**config.mk**
```make
export PLATFORM = sky130hd
export DESIGN_NAME = mac_stream_source_flat
export DESIGN_NICKNAME = d
export VERILOG_FILES = /design/src/rtl/mac_stream_pkg.sv /design/src/rtl/mac_stream_source_if.sv /design/src/rtl/stream_chan_tx.sv /design/src/rtl/mac_stream_source.sv /design/src/flat_wrapper.sv
export SDC_FILE = /design/constraint.sdc
export NUM_CORES = 1
export LEC_CHECK = 0
export ABC_AREA = 1
export ABC_CLOCK_PERIOD_IN_PS = 5000
export CORE_MARGIN = 2
export CORE_UTILIZATION = 42
export DETAILED_ROUTE_END_ITERATION = 10
export PLACE_DENSITY_LB_ADDON = 0.3
export RECOVER_POWER = 50
export SLEW_MARGIN = 20
export SYNTH_ARGS = -nofsm -noshare
export SYNTH_HDL_FRONTEND = slang
export SYNTH_SLANG_ARGS = --single-unit
export TNS_END_PERCENT = 100
```
**constraint.sdc**
```tcl
create_clock -name clk -period 5 [get_ports clk]
set_input_delay 1.25 -clock clk [delete_from_list [all_inputs] [get_ports clk]]
set_output_delay 1.25 -clock clk [all_outputs]
set_load 0.005 [all_outputs]
```
**src/rtl/mac_stream_pkg.sv**
```systemverilog
// Shared types and default operand formats for the two-channel MAC operand source.
// The widths match the fixed_mul operand formats: A is 6.10 and B is 4.8.
package mac_stream_pkg;

  localparam int MS_WI1 = 6;
  localparam int MS_WF1 = 10;
  localparam int MS_WI2 = 4;
  localparam int MS_WF2 = 8;

  typedef enum logic [1:0] {
    ST_IDLE,
    ST_STREAM,
    ST_DONE
  } state_e;

endpackage

```
**src/rtl/mac_stream_source_if.sv**
```systemverilog
// A/B operand stream bundle between mac_stream_source (master) and its consumer (slave).
interface mac_stream_source_if #(
  parameter int A_DW = mac_stream_pkg::MS_WI1 + mac_stream_pkg::MS_WF1,
  parameter int B_DW = mac_stream_pkg::MS_WI2 + mac_stream_pkg::MS_WF2
);

  logic [A_DW-1:0] A_data;
  logic            A_valid;
  logic            A_ready;
  logic            A_last;
  logic [B_DW-1:0] B_data;
  logic            B_valid;
  logic            B_ready;
  logic            B_last;

  modport master (
    output A_data, A_valid, A_last, B_data, B_valid, B_last,
    input  A_ready, B_ready
  );

  modport slave (
    input  A_data, A_valid, A_last, B_data, B_valid, B_last,
    output A_ready, B_ready
  );

endinterface

```
**src/rtl/stream_chan_tx.sv**
```systemverilog
// One replay channel: a vector store plus a registered valid/ready stream with a last flag.
// The beat registers always hold the entry at the post-handshake pointer, so data holds across stalls.
module stream_chan_tx #(
  parameter int DW    = 16,
  parameter int DEPTH = 16,
  parameter int AW    = $clog2(DEPTH)
) (
  input  logic          clk,
  input  logic          reset,
  input  logic          wr_en,
  input  logic [AW-1:0] wr_addr,
  input  logic [DW-1:0] wr_data,
  input  logic          load,
  input  logic [AW:0]   len,
  input  logic          run,
  input  logic          ready,
  output logic [DW-1:0] data,
  output logic          valid,
  output logic          last,
  output logic          finished
);

  localparam logic [AW:0] DEPTH_L = (AW + 1)'(DEPTH);

  logic [DW-1:0] mem_q [DEPTH];
  logic [DW-1:0] mem_d [DEPTH];
  logic [AW:0]   ptr_q, ptr_d, ptr_n;
  logic [AW:0]   len_q, len_d;
  logic          fin_q, fin_d;
  logic          valid_q, valid_d;
  logic          last_q, last_d;
  logic [DW-1:0] data_q, data_d;
  logic          hs;

  always_comb begin
    // NOTE: every variable gets a default before any branch, otherwise a path that skips it infers a latch.
    mem_d   = mem_q;
    ptr_d   = ptr_q;
    len_d   = len_q;
    fin_d   = fin_q;
    valid_d = valid_q;
    last_d  = last_q;
    data_d  = data_q;
    hs      = valid_q & ready;
    ptr_n   = ptr_q + (AW + 1)'(hs);

    if (wr_en) mem_d[wr_addr] = wr_data;

    if (load) begin
      len_d   = (len > DEPTH_L) ? DEPTH_L : len;
      ptr_d   = '0;
      fin_d   = (len == '0);
      valid_d = 1'b0;
      last_d  = 1'b0;
      data_d  = '0;
    end else if (run) begin
      // Look ahead to the pointer after this cycle's handshake so the next beat is registered.
      ptr_d   = ptr_n;
      fin_d   = fin_q | (hs & last_q);
      valid_d = (ptr_n < len_q);
      last_d  = valid_d && (ptr_n == len_q - (AW + 1)'(1));
      data_d  = valid_d ? mem_q[ptr_n[AW-1:0]] : '0;
    end
  end

  always_ff @(posedge clk or negedge reset) begin
    if (!reset) begin
      // NOTE: the store is small and must read back as zero after reset, so it sits in resettable flops.
      for (int i = 0; i < DEPTH; i++) mem_q[i] <= '0;
      ptr_q   <= '0;
      len_q   <= '0;
      fin_q   <= 1'b0;
      valid_q <= 1'b0;
      last_q  <= 1'b0;
      data_q  <= '0;
    end else begin
      // NOTE: non-blocking assignments so every flop samples the pre-edge values of the others.
      mem_q   <= mem_d;
      ptr_q   <= ptr_d;
      len_q   <= len_d;
      fin_q   <= fin_d;
      valid_q <= valid_d;
      last_q  <= last_d;
      data_q  <= data_d;
    end
  end

  assign data     = data_q;
  assign valid    = valid_q;
  assign last     = last_q;
  assign finished = fin_q | (hs & last_q);

endmodule

```
**src/rtl/mac_stream_source.sv**
```systemverilog
// Two-channel operand replay source for fixed_mul: loads A/B vectors, then streams them on start.
// The top owns sequencing; each channel tracks its own length, pointer and completion.
module mac_stream_source
  import mac_stream_pkg::*;
#(
  parameter int WI1   = MS_WI1,
  parameter int WF1   = MS_WF1,
  parameter int WI2   = MS_WI2,
  parameter int WF2   = MS_WF2,
  parameter int DEPTH = 16,
  parameter int AW    = $clog2(DEPTH)
) (
  input  logic                 clk,
  input  logic                 reset,
  input  logic                 wr_en,
  input  logic [AW-1:0]        wr_addr,
  input  logic [WI1+WF1-1:0]   wr_a_data,
  input  logic [WI2+WF2-1:0]   wr_b_data,
  input  logic                 start,
  input  logic [AW:0]          len_a,
  input  logic [AW:0]          len_b,
  output logic                 busy,
  output logic                 done,
  mac_stream_source_if.master  strm
);

  state_e state_q;
  logic   busy_q;
  logic   done_q;
  logic   idle;
  logic   run;
  logic   load;
  logic   wr_ok;
  logic   a_fin;
  logic   b_fin;

  assign idle  = (state_q == ST_IDLE);
  assign run   = (state_q == ST_STREAM);
  // Writes and start are only honoured in IDLE so the stores stay frozen during a transfer.
  assign load  = start & idle;
  assign wr_ok = wr_en & idle;

  stream_chan_tx #(.DW(WI1 + WF1), .DEPTH(DEPTH), .AW(AW)) u_chan_a (
    .clk      (clk),
    .reset    (reset),
    .wr_en    (wr_ok),
    .wr_addr  (wr_addr),
    .wr_data  (wr_a_data),
    .load     (load),
    .len      (len_a),
    .run      (run),
    .ready    (strm.A_ready),
    .data     (strm.A_data),
    .valid    (strm.A_valid),
    .last     (strm.A_last),
    .finished (a_fin)
  );

  stream_chan_tx #(.DW(WI2 + WF2), .DEPTH(DEPTH), .AW(AW)) u_chan_b (
    .clk      (clk),
    .reset    (reset),
    .wr_en    (wr_ok),
    .wr_addr  (wr_addr),
    .wr_data  (wr_b_data),
    .load     (load),
    .len      (len_b),
    .run      (run),
    .ready    (strm.B_ready),
    .data     (strm.B_data),
    .valid    (strm.B_valid),
    .last     (strm.B_last),
    .finished (b_fin)
  );

  always_ff @(posedge clk or negedge reset) begin
    if (!reset) begin
      state_q <= ST_IDLE;
      busy_q  <= 1'b0;
      done_q  <= 1'b0;
    end else begin
      case (state_q)
        ST_IDLE: begin
          if (start) begin
            state_q <= ST_STREAM;
            busy_q  <= 1'b1;
          end
        end
        ST_STREAM: begin
          // Finished includes a final handshake on this edge, so done follows it by one cycle.
          if (a_fin && b_fin) begin
            state_q <= ST_DONE;
            done_q  <= 1'b1;
          end
        end
        ST_DONE: begin
          state_q <= ST_IDLE;
          busy_q  <= 1'b0;
          done_q  <= 1'b0;
        end
        default: begin
          state_q <= ST_IDLE;
          busy_q  <= 1'b0;
          done_q  <= 1'b0;
        end
      endcase
    end
  end

  assign busy = busy_q;
  assign done = done_q;

endmodule

```
**src/flat_wrapper.sv**
```systemverilog
// flat-port wrapper written by rule: the top's interface ports become plain ports
module mac_stream_source_flat import mac_stream_pkg::*;
#(
  parameter int WI1   = MS_WI1,
  parameter int WF1   = MS_WF1,
  parameter int WI2   = MS_WI2,
  parameter int WF2   = MS_WF2,
  parameter int DEPTH = 16,
  parameter int AW    = $clog2(DEPTH)
)
  (clk, reset, wr_en, wr_addr, wr_a_data, wr_b_data, start, len_a, len_b, busy, done, strm_A_data, strm_A_valid, strm_A_last, strm_B_data, strm_B_valid, strm_B_last, strm_A_ready, strm_B_ready);
  mac_stream_source_if #(.A_DW(16), .B_DW(12)) strm_i ();
  input  logic clk;
  input  logic reset;
  input  logic wr_en;
  input  logic [AW-1:0] wr_addr;
  input  logic [WI1+WF1-1:0] wr_a_data;
  input  logic [WI2+WF2-1:0] wr_b_data;
  input  logic start;
  input  logic [AW:0] len_a;
  input  logic [AW:0] len_b;
  output logic busy;
  output logic done;
  output wire logic [$bits(strm_i.A_data)-1:0] strm_A_data;
  output wire logic [$bits(strm_i.A_valid)-1:0] strm_A_valid;
  output wire logic [$bits(strm_i.A_last)-1:0] strm_A_last;
  output wire logic [$bits(strm_i.B_data)-1:0] strm_B_data;
  output wire logic [$bits(strm_i.B_valid)-1:0] strm_B_valid;
  output wire logic [$bits(strm_i.B_last)-1:0] strm_B_last;
  input wire logic [$bits(strm_i.A_ready)-1:0] strm_A_ready;
  input wire logic [$bits(strm_i.B_ready)-1:0] strm_B_ready;
  assign strm_A_data = strm_i.A_data;
  assign strm_A_valid = strm_i.A_valid;
  assign strm_A_last = strm_i.A_last;
  assign strm_B_data = strm_i.B_data;
  assign strm_B_valid = strm_i.B_valid;
  assign strm_B_last = strm_i.B_last;
  assign strm_i.A_ready = strm_A_ready;
  assign strm_i.B_ready = strm_B_ready;
  mac_stream_source #(.WI1(WI1), .WF1(WF1), .WI2(WI2), .WF2(WF2), .DEPTH(DEPTH), .AW(AW)) u_core (.clk(clk), .reset(reset), .wr_en(wr_en), .wr_addr(wr_addr), .wr_a_data(wr_a_data), .wr_b_data(wr_b_data), .start(start), .len_a(len_a), .len_b(len_b), .busy(busy), .done(done), .strm(strm_i));
endmodule
```
==> results of run 1 <==
==> state kept, by name, summed over array words and instances (netlist names), 2 cells and up <==
name,count
u_core.u_chan_a.mem_q,256
u_core.u_chan_b.mem_q,192
u_core.u_chan_a.data,16
u_core.u_chan_b.data,12
u_core.u_chan_a.len_q,5
u_core.u_chan_a.ptr_q,5
u_core.u_chan_b.len_q,5
u_core.u_chan_b.ptr_q,5
u_core.state_q,2
==> through the flow <==
stage	util, %	std cells
after floorplan	-	2847
after global placement	44.2	3445
after detailed placement	44.2	3445
after CTS	47.4	3540
after global routing	47.4	3540
final	47.4	3540
==> final timing paths <==
| check | startpoint | end | slack, ns | cells after the start |
|---|---|---|---|---|
| setup / recovery | reset | u_core.u_chan_b.mem_q[39] | 1.31 | 2 |
| max in group clk | strm_A_ready | u_core.u_chan_a.data[7] | 1.42 | 16 |
| min in group asynchronous | reset | u_core.u_chan_b.mem_q[106] | 1.39 | 1 |
| setup reg to reg | u_core.u_chan_b.valid | u_core.u_chan_b.data[8] | 2.14 | 12 |
| hold reg to reg | u_core.u_chan_b.mem_q[45] | u_core.u_chan_b.mem_q[45] | 0.48 | 2 |
| hold / removal | u_core.u_chan_b.mem_q[45] | u_core.u_chan_b.mem_q[45] | 0.48 | 2 |
==> cell usage after synthesis, drive strengths merged <==
| cell type | n | area (sq um) |
|---|---|---|
| a31o | 2 | 17.5 |
| nand2 | 1050 | 3950 |
| inv | 79 | 297 |
| o22ai | 13 | 81.3 |
| a31oi | 1 | 6.26 |
| nor2 | 29 | 121 |
| clkinv | 1 | 3.75 |
| o21ai | 459 | 2300 |
| o21a | 2 | 15.0 |
| xor2 | 6 | 67.6 |
| a21oi | 4 | 20.0 |
| nor3 | 1 | 16.3 |
| clkbuf | 111 | 425 |
| nand3 | 438 | 2190 |
| or2 | 3 | 18.8 |
| dfrtp | 506 | 12700 |
| buf | 114 | 661 |
| xnor2 | 2 | 32.5 |
| nand4 | 10 | 62.6 |
| ha | 16 | 200 |
==> cell type report <==
| cell class | count | area [sq um] | area share, % |
|---|---|---|---|
| Inverter | 80 | 302 | 1.16 |
| Tap cell | 704 | 881 | 3.40 |
| Sequential cell | 506 | 12700 | 48.8 |
| Timing Repair Buffer | 119 | 1170 | 4.52 |
| Clock inverter | 14 | 145 | 0.560 |
| Multi-Input combinational cell | 2036 | 9180 | 35.4 |
| Clock buffer | 81 | 1590 | 6.14 |
==> metal layers <==
| layer | up-vias | track usage [%] | wire length (um) |
|---|---|---|---|
| met5 | - | 0 | 0 |
| met4 | 0 | 7.14 | 1570 |
| met3 | 107 | 4.16 | 4950 |
| met2 | 692 | 36.9 | 30600 |
| met1 | 9601 | 34.0 | 29700 |
| li1 | 9197 | - | - |
==> logic make-up (layout without fill, tap and decap cells) <==
group,Yosys count,count (layout),synth area share (%)
xor gates and xnor gates,8,8,0.432
and+or+nand+nor,1531,1531,27.5
AOI/OAI and AO/OA,481,481,10.5
adders and majority gates,16,16,0.865
DFF,506,506,54.7
buffers and inverters,305,294,5.99
==> power by group through the flow <==
stage | Sequential (uW) | Combinational [uW] | Clock [uW]
final | 6050 | 6460 | 3920
after global routing | 6170 | 7270 | 4180
after CTS | 6020 | 6450 | 3990
after detailed placement | 6080 | 6440 | 0
after global placement | 6030 | 6300 | 0
after floorplan | 5860 | 4570 | 0
==> results.yml, run 1 <==
status:
  status: "finished with violations"
  failed_checks: "capacitance limit, slew limit"
finish:
  final_layout_size_suffix_gt1_share_pct: 5.54
  layout_commonest_cell: "nand2_1"
  leading_cell_types_in_the_layout_fill_and_taps_excluded: "nand2_1 (1,037), dfrtp_1 (506), nand3_1 (434)"
  antenna-diode-count: 0
  fillCellCount: 5223
  fin_area_sq_um: 25900
  finish.net_count: 2861
  syn2layout_area_growth_pct: 12.1
drt:
  totalWireLength_um: 66900
  initial_detailed_routing_violation_count: 2082
  detail_route.drc_violations: 0
  routed-via-count: 19597
  drt_first_pass_iters: 6
  ant_nets: 0
  routed_via_density: 5.54
  wire_per_inst_um: 18.9
setup_path:
  max_stage_delay_ns: 1.69
  cp_cell_sequence: "clkbuf_2 > clkbuf_2"
  critPathRequiredTime_ns: 5.52
  critical-path-top-cell-by-count: "clkbuf_2"
  worstPathArrival_ns: 4.20
  critical_path.n_buffers_inverters: 2
  worst-setup-path-type: "input pin to async pin"
  critical_path.endpoint_type: "async pin"
  start_kind: "input pin"
  critPathMaxFanout: 93
  crit_path_leading_delay_family: "buffers and inverters"
  crit_path_top_delay_cell: "clkbuf_2"
clock_network:
  cts-htree-levels: 2
  cts.repair_timing.setup_buffer_count: 0
  post_cts_resized: 0
  clock_insertion_delay_worst_skew_ns: 0.63
  cts_tree: "done"
  clock_transition_at_the_registers_of_the_reported_paths_ns: 0.06
  cts_inserted_buffers: 54
  cts_sinks: 506
  hold_buffers: 0
  root_buffer: "clkbuf_16"
  ctsLongestPathBuffers: 3
min_path:
  worstHoldPathType: "flop to flop"
placed_design:
  gpl.final_weighted_congestion: 0.799
  placement.cell_area_sq_um: 24200
  dp_slack_ns: 0.908
  io_buffer_count: 81
  place.detailed.hpwl_um: 35300
timing:
  max_slew_violation_count: 91
  final-hold-violation-count: 0
  worst_clock_skew_ns: 0.0233
  slew_headroom_pct: -67.2
  final_period_minus_worst_setup_slack_ns: 3.69
  whs_ns: 0.482
  tns_ns: 0
  fin_crit_sh_pct: 73.7
  setup_repair_after_global_routing_missed_its_margin: "no"
  report.final.setup_viol: 0
  worstMarginPinSlew_ns: 2.51
  finalWorstSetupSlack_ns: 1.31
  max_freq_mhz: 271
global_route:
  global_route_wire_length_before_repair_um: 106000
  grt_overflow_total: 0
  vias_in_the_first_global_route: 18542
  initial_antenna_violation_count: 0
  groute.usage.overall_pct: 23.7
  largest_net_degree_at_the_start_of_global_routing: 129
power_and_ir_drop:
  pwr_density_cell_nw_per_um2: 633
  switching_share_pct: 40.8
  leakage_uw: 0.0119
  total_power_uw: 16400
  power.net_switching_uw: 6700
  power_report.internal_total_uw: 9720
  worst_ir_drop_vdd_uv: 692
  power_frac_comb_pct: 39.3
  share_of_total_power_in_the_clock_network_pct: 23.9
  share_seq_of_total_power_pct: 36.8
synthesis:
  synthDistinctLibCells: 31
  syn-mean-instance-area_sq_um: 8.13
  synth_seq_cells: 506
  ys.warnings.count: 0
  synth.yosys.seq_area_share_pct: 54.7
  netlist_instances: 2847
  netlist_area_sq_um: 23100
  synthesis.nets: 2911
floorplan:
  dieArea_sq_um: 57000
  design.core.area_sq_um: 54800
  top_level_ports: 82
  floorplan.initialDensity_pct: 42.3
  core.rowCount: 86
  dieHeight_um: 239
  die_w_um: 239
job:
  cap_viol_max_count: 1
(Power assumes the default switching activity.)
==> run 2, diff against run 1 <==
--- a/config.mk
+++ b/config.mk
@@ -6,7 +6,7 @@
 export NUM_CORES = 1
 export LEC_CHECK = 0
 export ABC_AREA = 1
-export ABC_CLOCK_PERIOD_IN_PS = 5000
+export ABC_CLOCK_PERIOD_IN_PS = 3600
 export CORE_MARGIN = 2
 export CORE_UTILIZATION = 42
 export DETAILED_ROUTE_END_ITERATION = 10
==> constraint.sdc (replaced) <==
create_clock -name clk -period 3.6 [get_ports clk]
set_input_delay 0.9 -clock clk [delete_from_list [all_inputs] [get_ports clk]]
set_output_delay 0.9 -clock clk [all_outputs]
set_load 0.005 [all_outputs]
==> results.yml, run 2 (synthesis gave the netlist of run 1 again) <==
setup_path:
  critical_path.n_buffers_inverters: 3
  cp_cell_sequence: "dlygate4sd3_1 > nand2_1 > inv_1 > ha_2 > ha_2 > nand3_1 > xor2_1 > ha_1 > a21oi_1 > nand4_1 > nor2_4 > buf_12 > nand3_1 > nand2_1"
  cell_count_along_the_critical_path: 14
  critPathMaxFanout: 13
  critical_path.endpoint_type: "flop"
  r2r_cell_count: 13
  max_stage_delay_ns: 0.57
  crit_path_top_delay_cell: "dlygate4sd3_1"
  worst-setup-path-type: "input pin to flop"
  start_kind: "input pin"
  worstPathArrival_ns: 3.52
  crit_path_leading_delay_family: "buffers and inverters"
  critPathRequiredTime_ns: 4.15
placed_design:
  place.detailed.hpwl_um: 39000
  placement.cell_area_sq_um: 24700
  place_inst: 3467
  io_buffer_count: 81
  gpl.final_weighted_congestion: 0.842
timing:
  slew_headroom_pct: -79.6
  max_slew_violation_count: 90
  tns_ns: 0
  worstMarginPinSlew_ns: 2.69
  fin_crit_sh_pct: 82.5
  final_period_minus_worst_setup_slack_ns: 2.97
  report.final.setup_viol: 0
  whs_ns: 0.483
  final-hold-violation-count: 0
  setup_repair_after_global_routing_missed_its_margin: "no"
  max_freq_mhz: 337
  worst_clock_skew_ns: 0.0204
global_route:
  vias_in_the_first_global_route: 18752
  initial_antenna_violation_count: 1
  largest_net_degree_at_the_start_of_global_routing: 129
  grtUsageMet3_pct: 3.63
  gr-usage-met1_pct: 34.1
  groute.usage.overall_pct: 23.8
  grt_most_used_layer: "met2"
  grt.met2_usage_pct: 37.4
  grt_overflow_total: 0
  global_route_wire_length_before_repair_um: 107000
drt:
  totalWireLength_um: 66800
  routed-via-count: 19732
  detail_route.drc_violations: 0
  initial_detailed_routing_violation_count: 1804
  routed_via_density: 5.54
  wire_per_inst_um: 18.7
  ant_nets: 0
  drt_first_pass_iters: 5
power_and_ir_drop:
  worst_ir_drop_vdd_uv: 641
  total_power_uw: 23600
  leakage_uw: 0.0121
  share_of_total_power_in_the_clock_network_pct: 24.7
  power.net_switching_uw: 9390
  power_report.internal_total_uw: 14200
  power_frac_comb_pct: 39.8
  pwr_density_cell_nw_per_um2: 891
  switching_share_pct: 39.8
  share_seq_of_total_power_pct: 35.5
clock_network:
  cts_tree: "done"
  clock_insertion_delay_worst_skew_ns: 0.62
  cts_inserted_buffers: 54
  hold_buffers: 0
  post_cts_resized: 0
  clock_transition_at_the_registers_of_the_reported_paths_ns: 0.06
  cts-htree-levels: 2
  cts_sinks: 506
  cts.repair_timing.setup_buffer_count: 0
  root_buffer: "clkbuf_16"
  ctsLongestPathBuffers: 3
finish:
  syn2layout_area_growth_pct: 14.6
  final_cells: 3562
  layout_commonest_cell: "nand2_1"
  final_layout_size_suffix_gt1_share_pct: 6.26
  finish.net_count: 2883
  antenna-diode-count: 0
  seqCellArea_sq_um: 12700
  multiInputGateArea_sq_um: 9170
  fin_area_sq_um: 26500
  fillCellCount: 5143
  registers.top_by_ff_count: "u_core.u_chan_a.mem_q"
  leading_cell_types_in_the_layout_fill_and_taps_excluded: "nand2_1 (1,038), dfrtp_1 (506), nand3_1 (434)"
  largest_register_ffs: 256
floorplan:
  design.core.area_sq_um: 54800
  top_level_ports: 82
  core.rowCount: 86
  die_w_um: 239
  floorplan.initialDensity_pct: 42.3
  dieArea_sq_um: 57000
  dieHeight_um: 239
status:
  status: "finished with violations"
  failed_checks: "capacitance limit, slew limit"
min_path:
  worstHoldPathType: "flop to flop"
  hold_depth: 2
job:
  cap_viol_max_count: 1
==> run 2: tightest hold or removal path: cells and delay by family (launching register included) <==
kind	cells	cell delay [ns]
DFF	1	0.34
AOI/OAI and AO/OA	1	0.06
and+or+nand+nor	1	0.05
==> run 2: power groups by stage <==
stage / combinational, uW / sequential [uW] / clock [uW]
finish: 9400 / 8380 / 5840
global route: 10500 / 8570 / 6180
CTS: 9400 / 8360 / 5960
detailed placement: 9370 / 8430 / 0
global placement: 9200 / 8380 / 0
floorplan: 6350 / 8140 / 0
==> run 2: area by class of cell <==
type	instances	area share, %
flip-flops and latches	506	47.7
inverters	80	1.14
clock inverters	19	1.17
clock buffers	76	5.90
repair buffers	141	6.15
well taps	704	3.32
multi-input cells	2036	34.6
==> run 2: routing by layer <==
layer	part of all wire [%]	up-vias
met5	0.018	-
met4	2.2	2
met3	7.1	104
met2	46	703
met1	45	9657
li1	-	9266
==> run 2: stage by stage <==
stage	utilization, %	setup slack, ns
after floorplan	-	0.652
after global placement	45.1	0.190
after detailed placement	45.1	0.0941
after CTS	48.5	0.741
after global routing	48.4	0.363
final	48.4	0.631
==> run 2: path summary, 6_finish.rpt <==
kind                                                  from                    endpoint  slack [ns]
worst min-delay path            u_core.u_chan_a.mem_q[202]  u_core.u_chan_a.mem_q[202]        0.48
min in group asynchronous                            reset   u_core.u_chan_b.mem_q[58]        1.11
worst max register to register       u_core.u_chan_b.valid     u_core.u_chan_b.data[1]        1.07
worst min register to register  u_core.u_chan_a.mem_q[202]  u_core.u_chan_a.mem_q[202]        0.48
worst max-delay path                          strm_B_ready     u_core.u_chan_b.data[1]        0.63
max in group asynchronous                            reset  u_core.u_chan_a.mem_q[211]        0.80
==> run 3, diff against run 2 <==
--- a/config.mk
+++ b/config.mk
@@ -6,7 +6,7 @@
 export NUM_CORES = 1
 export LEC_CHECK = 0
 export ABC_AREA = 1
-export ABC_CLOCK_PERIOD_IN_PS = 3600
+export ABC_CLOCK_PERIOD_IN_PS = 2700
 export CORE_MARGIN = 2
 export CORE_UTILIZATION = 42
 export DETAILED_ROUTE_END_ITERATION = 10
==> constraint.sdc (replaced) <==
create_clock -name clk -period 2.7 [get_ports clk]
set_input_delay 0.675 -clock clk [delete_from_list [all_inputs] [get_ports clk]]
set_output_delay 0.675 -clock clk [all_outputs]
set_load 0.005 [all_outputs]
==> results.yml, run 3 (synthesis gave the netlist of run 1 again) <==
clock_network:
  clock_transition_at_the_registers_of_the_reported_paths_ns: 0.06
  cts-htree-levels: 2
  ctsLongestPathBuffers: 3
  root_buffer: "clkbuf_16"
  cts_sinks: 506
  cts_inserted_buffers: 54
  cts_tree: "done"
  clock_insertion_delay_worst_skew_ns: 0.61
  hold_buffers: 0
placed_design:
  place.detailed.hpwl_um: 40500
  dp_slack_ns: -0.497
  gpl.final_weighted_congestion: 0.869
  io_buffer_count: 81
finish:
  layout_commonest_cell: "nand2_1"
  final_layout_size_suffix_gt1_share_pct: 8.25
  antenna-diode-count: 0
  leading_cell_types_in_the_layout_fill_and_taps_excluded: "nand2_1 (1,035), dfrtp_1 (506), nand3_1 (432)"
  registers.top_by_ff_count: "u_core.u_chan_a.mem_q"
  finish.net_count: 2944
  syn2layout_area_growth_pct: 16.7
  largest_register_ffs: 256
drt:
  ant_nets: 0
  detail_route.drc_violations: 0
  routed-via-count: 19888
  routed_via_density: 5.48
  initial_detailed_routing_violation_count: 2284
  drt_first_pass_iters: 5
  totalWireLength_um: 68200
  wire_per_inst_um: 18.8
power_and_ir_drop:
  pwr_density_cell_nw_per_um2: 1200
  worst_ir_drop_vdd_uv: 839
  leakage_uw: 0.0124
  total_power_uw: 32400
setup_path:
  critPathRequiredTime_ns: 3.25
  r2r_cell_count: 15
  worstPathArrival_ns: 3.16
  timing.rr.end: "u_core.u_chan_a.data[13]"
  start_kind: "flop"
  critPathMaxFanout: 8
  critical_path.endpoint_type: "flop"
  worst-setup-path-type: "flop to flop"
  register_to_register_setup_slack_ns: 0.09
  r2r-start: "u_core.u_chan_a.valid"
timing:
  fin_crit_sh_pct: 96.8
  final_period_minus_worst_setup_slack_ns: 2.61
  slew_headroom_pct: 0.418
  max_freq_mhz: 383
  finalWorstSetupSlack_ns: 0.0869
  worst_clock_skew_ns: 0.0154
  report.final.setup_viol: 0
  setup_repair_after_global_routing_missed_its_margin: "no"
  final-hold-violation-count: 0
  max_slew_violation_count: 0
  worstMarginPinSlew_ns: 1.49
floorplan:
  floorplan.initialDensity_pct: 42.3
  dieHeight_um: 239
  dieArea_sq_um: 57000
  top_level_ports: 82
  design.core.area_sq_um: 54800
  die_w_um: 239
  core.rowCount: 86
global_route:
  grt_overflow_total: 0
  initial_antenna_violation_count: 0
  largest_net_degree_at_the_start_of_global_routing: 71
  groute.usage.overall_pct: 24.3
  global_route_wire_length_before_repair_um: 109000
  vias_in_the_first_global_route: 19200
job:
  cap_viol_max_count: 0
status:
  status: "complete, no violations"
min_path:
  worstHoldPathType: "input pin to async pin"
## run 3: cell types whose count changed in the layout (fill, tap and decap cells not counted), moves of 3 or more
cell / change
nand2_1: -3
clkbuf_1: +8
buf_12: +12
nand2_2: +3
clkinv_2: +8
bufinv_16: -7
clkbuf_4: +5
buf_4: +38
## run 3: final cells by class
class | instances | area (sq um)
timing repair buffer | 202 | 2250
clock inverter | 17 | 98.8
tap | 704 | 881
sequential | 506 | 12700
inverter | 80 | 302
multi-input combinational | 2036 | 9240
fill | 5159 | 27700
clock buffer | 81 | 1590
## run 3: worst max-delay path by stage
stage | startpoint | endpoint | slack, ns | depth (start not counted)
floorplan | strm_A_ready | u_core.u_chan_a.data[10] | 0.01 | 15
global route | strm_B_ready | u_core.u_chan_b.data[9] | 0.003 | 16
finish | u_core.u_chan_a.valid | u_core.u_chan_a.data[13] | 0.09 | 15
CTS | strm_A_ready | u_core.u_chan_a.data[9] | 0.13 | 16
detailed placement | strm_A_ready | u_core.u_chan_a.data[1] | -0.50 | 16
global placement | strm_A_ready | u_core.u_chan_a.data[2] | -0.43 | 16
## run 3: per-stage QoR
step	setup TNS [ns]	instance area (sq um)	util (%)	hold slack (ns)	instances
after floorplan	0	23200	-	0.379	2847
after global placement	-11.55	25400	46.3	0.466	3525
after detailed placement	-13.68	25400	46.3	0.473	3525
after CTS	0	27000	49.4	0.00894	3623
after global routing	0	27000	49.3	0.498	3626
final	0	27000	49.3	0.425	3626
## run 3: critical path, stage by stage, from the launching register on
cell	delay (ns)
dfrtp_1	0.41
nand2_1	0.09
inv_1	0.06
ha_4	0.17
ha_4	0.17
buf_4	0.16
xor2_4	0.15
ha_1	0.32
nand2_1	0.08
nand2_1	0.05
nand2_1	0.05
nand4_1	0.16
nor2_4	0.30
clkbuf_16	0.24
nand3_1	0.08
nand2_1	0.06
## run 3: timing repair
item / in CTS / in global routing
endpoints found under the setup margin: 0 / 24
resized for setup: 0 / 8
endpoints found under the hold margin: 0 / 0
buffers inserted: 0 / 2
## run 3: report_power, final
group,internal [uW],switching [uW],leakage [uW]
registers,9820,1390,0.00683
clock network,4060,3080,0.000833
logic,5550,8460,0.00478
## run 3: layer usage
metal,vias to the layer above,part of all wire (%),GRT usage (%)
met1,9749,45,34.6
met4,0,2.5,6.80
met3,113,6.3,3.72
met2,633,46,38.7
met5,-,0,0
li1,9393,-,-
